### src/rtl/tube_pkg.sv
// Shared definitions for the tube_scan 7-segment display controller.
// Holds register addresses, FSM state encoding, digit register layout and idle pin values.
package tube_pkg;

  localparam int unsigned NUM_DIGITS = 4;
  localparam int unsigned DIGIT_W    = 6;
  localparam int unsigned ADDR_W     = 3;

  localparam logic [ADDR_W-1:0] ADDR_DIGIT0 = 3'd0;
  localparam logic [ADDR_W-1:0] ADDR_DIGIT1 = 3'd1;
  localparam logic [ADDR_W-1:0] ADDR_DIGIT2 = 3'd2;
  localparam logic [ADDR_W-1:0] ADDR_DIGIT3 = 3'd3;
  localparam logic [ADDR_W-1:0] ADDR_CTRL   = 3'd4;
  localparam logic [ADDR_W-1:0] ADDR_DIV    = 3'd5;

  localparam logic [7:0] SEG_OFF  = 8'hFF;
  localparam logic [3:0] TUBE_OFF = 4'hF;

  typedef enum logic [1:0] {
    ST_IDLE = 2'd0,
    ST_SHOW = 2'd1,
    ST_GAP  = 2'd2
  } state_t;

  // Per-digit register: {blank, dp, hex}
  typedef struct packed {
    logic       blank;
    logic       dp;
    logic [3:0] hex;
  } digit_t;

endpackage

### src/rtl/seg7_decode.sv
// Combinational hex -> active-low 7-segment decoder with decimal point and blanking.
// Ports: hex (4-bit value), dp (decimal point on), blank (all segments off),
//        seg_c {dp,g,f,e,d,c,b,a} active-low.
module seg7_decode (
  input  logic [3:0] hex,
  input  logic       dp,
  input  logic       blank,
  output logic [7:0] seg_c
);

  logic [6:0] glyph;

  // Segment patterns {g,f,e,d,c,b,a}, low = lit
  always_comb begin
    glyph = 7'h7F;
    case (hex)
      4'h0: glyph = 7'h40;
      4'h1: glyph = 7'h79;
      4'h2: glyph = 7'h24;
      4'h3: glyph = 7'h30;
      4'h4: glyph = 7'h19;
      4'h5: glyph = 7'h12;
      4'h6: glyph = 7'h02;
      4'h7: glyph = 7'h78;
      4'h8: glyph = 7'h00;
      4'h9: glyph = 7'h10;
      4'hA: glyph = 7'h08;
      4'hB: glyph = 7'h03;
      4'hC: glyph = 7'h46;
      4'hD: glyph = 7'h21;
      4'hE: glyph = 7'h06;
      4'hF: glyph = 7'h0E;
      default: glyph = 7'h7F;
    endcase
  end

  assign seg_c = blank ? 8'hFF : {~dp, glyph};

endmodule

### src/rtl/tube_scan.sv
// Avalon-MM slave that scans four hex digits onto a common-anode 4-digit 7-segment display,
// with an all-off gap between digits to suppress ghosting.
// Ports: clk, reset (sync, active-high); Avalon address/chipselect/write_n/writedata,
//        readdata (combinational, zero wait); seg_out {dp,g..a} and tube_en, both active-low
//        and registered.
module tube_scan
  import tube_pkg::*;
#(
  parameter int unsigned DIV_W        = 16,
  parameter int unsigned DEFAULT_DIV  = 50000,
  parameter int unsigned BLANK_CYCLES = 16
) (
  input  logic              clk,
  input  logic              reset,
  input  logic [ADDR_W-1:0] address,
  input  logic              chipselect,
  input  logic              write_n,
  input  logic [31:0]       writedata,
  output logic [31:0]       readdata,
  output logic [7:0]        seg_out,
  output logic [3:0]        tube_en
);

  // Counter covers both the SHOW divider and the GAP length
  localparam int unsigned BLANK_W = $clog2(BLANK_CYCLES + 1);
  localparam int unsigned CNT_W   = (DIV_W > BLANK_W) ? DIV_W : BLANK_W;

  digit_t            digit_q [NUM_DIGITS];
  logic              ctrl_q;
  logic [DIV_W-1:0]  div_q;
  logic [DIV_W-1:0]  div_eff;

  state_t            state_q, state_d;
  logic [1:0]        idx_q, idx_d;
  logic [CNT_W-1:0]  cnt_q, cnt_d;
  logic [7:0]        dec_seg_c;
  logic              wr_en;
  logic              unused_wdata;

  assign wr_en        = chipselect && !write_n;
  assign unused_wdata = ^writedata[31:DIV_W];
  assign div_eff      = (div_q == '0) ? DIV_W'(1) : div_q;

  // Register file writes
  always_ff @(posedge clk) begin
    if (reset) begin
      for (int k = 0; k < int'(NUM_DIGITS); k++) digit_q[k] <= '0;
      ctrl_q <= 1'b0;
      div_q  <= DIV_W'(DEFAULT_DIV);
    end else if (wr_en) begin
      case (address)
        ADDR_DIGIT0: digit_q[0] <= digit_t'(writedata[DIGIT_W-1:0]);
        ADDR_DIGIT1: digit_q[1] <= digit_t'(writedata[DIGIT_W-1:0]);
        ADDR_DIGIT2: digit_q[2] <= digit_t'(writedata[DIGIT_W-1:0]);
        ADDR_DIGIT3: digit_q[3] <= digit_t'(writedata[DIGIT_W-1:0]);
        ADDR_CTRL:   ctrl_q     <= writedata[0];
        ADDR_DIV:    div_q      <= writedata[DIV_W-1:0];
        default: ;
      endcase
    end
  end

  // Zero-wait read mux
  always_comb begin
    readdata = '0;
    case (address)
      ADDR_DIGIT0: readdata = 32'(digit_q[0]);
      ADDR_DIGIT1: readdata = 32'(digit_q[1]);
      ADDR_DIGIT2: readdata = 32'(digit_q[2]);
      ADDR_DIGIT3: readdata = 32'(digit_q[3]);
      ADDR_CTRL:   readdata = 32'(ctrl_q);
      ADDR_DIV:    readdata = 32'(div_q);
      default:     readdata = '0;
    endcase
  end

  // Scan FSM state register
  always_ff @(posedge clk) begin
    if (reset) begin
      state_q <= ST_IDLE;
      idx_q   <= 2'd0;
      cnt_q   <= '0;
    end else begin
      state_q <= state_d;
      idx_q   <= idx_d;
      cnt_q   <= cnt_d;
    end
  end

  // Scan FSM next state; a cleared enable wins from any state
  always_comb begin
    state_d = state_q;
    idx_d   = idx_q;
    cnt_d   = cnt_q;
    if (!ctrl_q) begin
      state_d = ST_IDLE;
      idx_d   = 2'd0;
      cnt_d   = '0;
    end else begin
      case (state_q)
        ST_IDLE: begin
          state_d = ST_SHOW;
          idx_d   = 2'd0;
          cnt_d   = '0;
        end
        ST_SHOW: begin
          // >= so that lowering DIV mid-phase ends the phase immediately
          if (cnt_q >= CNT_W'(div_eff) - CNT_W'(1)) begin
            state_d = ST_GAP;
            cnt_d   = '0;
          end else begin
            cnt_d = cnt_q + CNT_W'(1);
          end
        end
        ST_GAP: begin
          if (cnt_q >= CNT_W'(BLANK_CYCLES - 1)) begin
            state_d = ST_SHOW;
            idx_d   = idx_q + 2'd1;
            cnt_d   = '0;
          end else begin
            cnt_d = cnt_q + CNT_W'(1);
          end
        end
        default: begin
          state_d = ST_IDLE;
          idx_d   = 2'd0;
          cnt_d   = '0;
        end
      endcase
    end
  end

  seg7_decode u_dec (
    .hex   (digit_q[idx_d].hex),
    .dp    (digit_q[idx_d].dp),
    .blank (digit_q[idx_d].blank),
    .seg_c (dec_seg_c)
  );

  // Pin registers follow the next state so they line up with the FSM state
  always_ff @(posedge clk) begin
    if (reset) begin
      tube_en <= TUBE_OFF;
      seg_out <= SEG_OFF;
    end else if (state_d == ST_SHOW) begin
      tube_en <= ~(4'b0001 << idx_d);
      seg_out <= dec_seg_c;
    end else begin
      tube_en <= TUBE_OFF;
      seg_out <= SEG_OFF;
    end
  end

endmodule
### config.mk
export PLATFORM = sky130hd
export DESIGN_NAME = tube_scan
export DESIGN_NICKNAME = d
export VERILOG_FILES = /design/src/rtl/tube_pkg.sv /design/src/rtl/seg7_decode.sv /design/src/rtl/tube_scan.sv
export SDC_FILE = /design/constraint.sdc
export NUM_CORES = 1
export LEC_CHECK = 0
export CORE_MARGIN = 2
export CORE_UTILIZATION = 23
export CTS_CLUSTER_DIAMETER = 60
export DETAILED_ROUTE_END_ITERATION = 7
export SLEW_MARGIN = 40
export SYNTH_ARGS = -nofsm -noshare
export SYNTH_HDL_FRONTEND = slang
export SYNTH_SLANG_ARGS = --single-unit
### constraint.sdc
create_clock -name clk -period 5.46 [get_ports clk]
set_clock_uncertainty 0.2 [all_clocks]
set_input_delay 1.092 -clock clk [delete_from_list [all_inputs] [get_ports clk]]
set_output_delay 1.092 -clock clk [all_outputs]
set_load 0.05 [all_outputs]
==> impl_metrics.ini <==
[detailed_routing]
viasPerCell = 4.36
vias = 3519
ant_nets = 0
drt_iter0_markers = 213
wirelength_um = 11000
wire_per_inst_um = 13.7
drc = 0
drtPass1Iterations = 4

[synth]
yosysMostFrequentCell = nand2_1
avgSynthCellArea_um2 = 9.17
synthTopCellsByArea = dfxtp_1 22%, edfxtp_1 16%, ha_1 7.8%
synth-seq-cells = 73
synth-seq-area-share_pct = 37.9
syn_area_um2 = 4480
yosys_warnings = 0
synth_ff_type = dfxtp_1
yosysTopAreaCell = dfxtp_1
synth_edf_count = 24
synth_common_cells = 52 x nand2_1, 49 x dfxtp_1, 41 x nor2_1, 28 x ha_1, 27 x and2_1
yosysTopAreaCellShare_pct = 21.9
yosysUniqueCellTypes = 58
async_reset_ff_share_pct = 0
synth_cells = 489

[worst_setup_path]
arrival_ns = 4.96
timing.critical_path.mode_cell = ha_1
critical_path.endpoint_type = flip-flop
timing.critical_path.required_ns = 5.45
crit_path_max_fanout = 7
crit_type = flip-flop to flip-flop
crit_chain = or4_1 > nor4_1 > nand2b_1 > nor3b_2 > a31oi_1 > ha_1 > and2_1 > nand2_1 > nor2_1 > xnor2_1 > ha_1 > a21o_1 > a21oi_1 > nor2b_1 > a2111oi_0 > o21ai_1 > a221o_1 > nor2_4 > o221ai_1
cp-start-kind = flip-flop
max_stage_delay_ns = 0.58
critPathSlowestCell = or4_1

[global_route]
grt_overflow = 0
grt_antenna_before_repair = 0
grt_max_degree = 27
grt.total_usage_pct = 10.8
grt_pass1_wl_um = 17200
grt_pass1_vias = 3393

[place]
io_buffers = 50
dp.cells = 791
dpl.hpwl_um = 8490
place_congestion = 0.826
place_area_um2 = 5230
pre_cts_slack_ns = 0.210

[timing]
relSlewSlack_pct = 55.4
setup_viol_count_final = 0
period_share_pct = 90.9
maxSlewViolCount = 0
worst_slack_ns = 0.496
rsz0062_at_grt = false
setup_tns_ns = 0
fmax_mhz = 201
worst_pin_slew_ns = 0.668
finalHoldViolCount = 0
period_minus_slack_ns = 4.96

[clocking]
clk_pin_slew_ns = 0.06
clk_latency_ns = 0.34
cts_buffer_depth = 2
hold_buffers = 0
cts_setup_buffers = 0
root_buffer = clkbuf_16
cts.sinks = 73
cts_tree = built
numCtsBuffers = 9
htreeDepth = 3

[die]
core_um2 = 19300
dieWidth_um = 144
die_area_um2 = 20600
initial_core_util_pct = 23.3
rows = 51
ios = 83
dieHeight_um = 144

[layout]
fin_cells = 807
fin_area_um2 = 5540
n_fill_cell = 2084
nets = 604
layout-drive-gt1-share_pct = 11.6
num_antenna_cells = 0
syn_to_final_growth_pct = 23.6

[pwr]
total_power_mw = 1.35
ir_drop_mv = 0.159
power_density_nw_per_um2 = 243
p_leak_nw = 2.14

[flow_run]
maxCapViolations = 0

[status]
outcome = finished, final reports clean

[min_path]
min_path_type = flip-flop to flip-flop
==> repair_timing <==
action	CTS	global route
gates resized for setup	0	3
setup endpoints to repair	0	11
endpoints found under the hold margin	0	0
==> per-stage QoR <==
stage | hold slack, ns | util [%]
after global routing | 0.295 | 28.8
after CTS | 0.274 | 28.7
after global placement | 0.248 | 27.1
final | 0.268 | 28.8
after detailed placement | 0.259 | 27.1
after floorplan | 0.226 | -
==> final timing paths <==
check        startpoint         end  slack (ns)  depth (start not counted)
min reg2reg    cnt_q[0]    cnt_q[0]        0.27                          1
max reg2reg    div_q[8]  seg_out[5]        0.50                         19
max            div_q[8]  seg_out[5]        0.50                         19
min            cnt_q[0]    cnt_q[0]        0.27                          1
==> logic make-up (layout without fill, tap and decap cells) <==
kind of cell	after synthesis	after routing	synth area share [%]
AOI/OAI and AO/OA	77	77	11.3
DFF	73	73	37.9
adders and majority gates	28	28	7.81
other	1	16	0.0836
xor gates and xnor gates	29	29	5.66
and+or+nand+nor	202	202	24.0
muxes	31	31	7.48
buffers and inverters	48	86	5.69
==> routing by layer <==
metal / share of wire [%] / vias to the layer above / track usage (%)
met5: 0 / - / 0
met4: 2.0 / 0 / 4.44
met3: 4.1 / 13 / 2.50
met2: 46 / 73 / 17.2
met1: 48 / 1636 / 14.2
li1: - / 1797 / -
==> critical path: cells and delay by family, from the launching register on <==
kind                       cells  cell delay, ns
AOI/OAI and AO/OA              7            1.74
xor gates and xnor gates       1            0.13
adders and majority gates      2            0.40
DFF                            1            0.36
and+or+nand+nor                9            1.97
==> power breakdown <==
group	internal [mW]	switching (mW)
clock network	0.358	0.243
logic	0.0604	0.103
registers	0.574	0.0113
total	0.992	0.358
==> state kept, by name (all words and copies together) (netlist names) <==
| register | cells |
|---|---|
| cnt_q | 16 |
| ctrl_q | 1 |
| digit_q | 24 |
| div_q | 16 |
| idx_q | 2 |
| seg_out | 8 |
| state_q | 2 |
| tube_en | 4 |
==> cell usage in the layout, fill, tap and decap left out, types with 4 or more instances in the layout <==
master and instances:
ha_1 28, clkdlybuf4s50_1 35, xor2_1 9, nor2_1 41, mux2i_1 21, a21o_1 6, nor3_1 10, buf_12 4
nand2_1 52, a22oi_1 9, and2_1 27, and3_1 19, o221ai_1 4, inv_1 13, mux2_2 6, buf_4 18
o21ai_0 11, o22ai_1 6, nor2b_1 5, edfxtp_1 24, dfxtp_1 49, conb_1 16, nand3b_1 7, a21oi_1 23
xnor2_1 20, clkbuf_16 9, nand3_1 10
==> cell type report <==
| cell class | instances | area (µm²) | share of cell area (%) |
|---|---|---|---|
| clock inverters | 7 | 77.6 | 1.40 |
| clock buffers | 9 | 225 | 4.06 |
| multi-input cells | 383 | 2590 | 46.8 |
| repair buffers | 57 | 566 | 10.2 |
| inverters | 13 | 48.8 | 0.880 |
| flip-flops and latches | 73 | 1700 | 30.7 |
| well taps | 265 | 332 | 5.98 |
No activity file was read; power rests on OpenSTA's default activity.
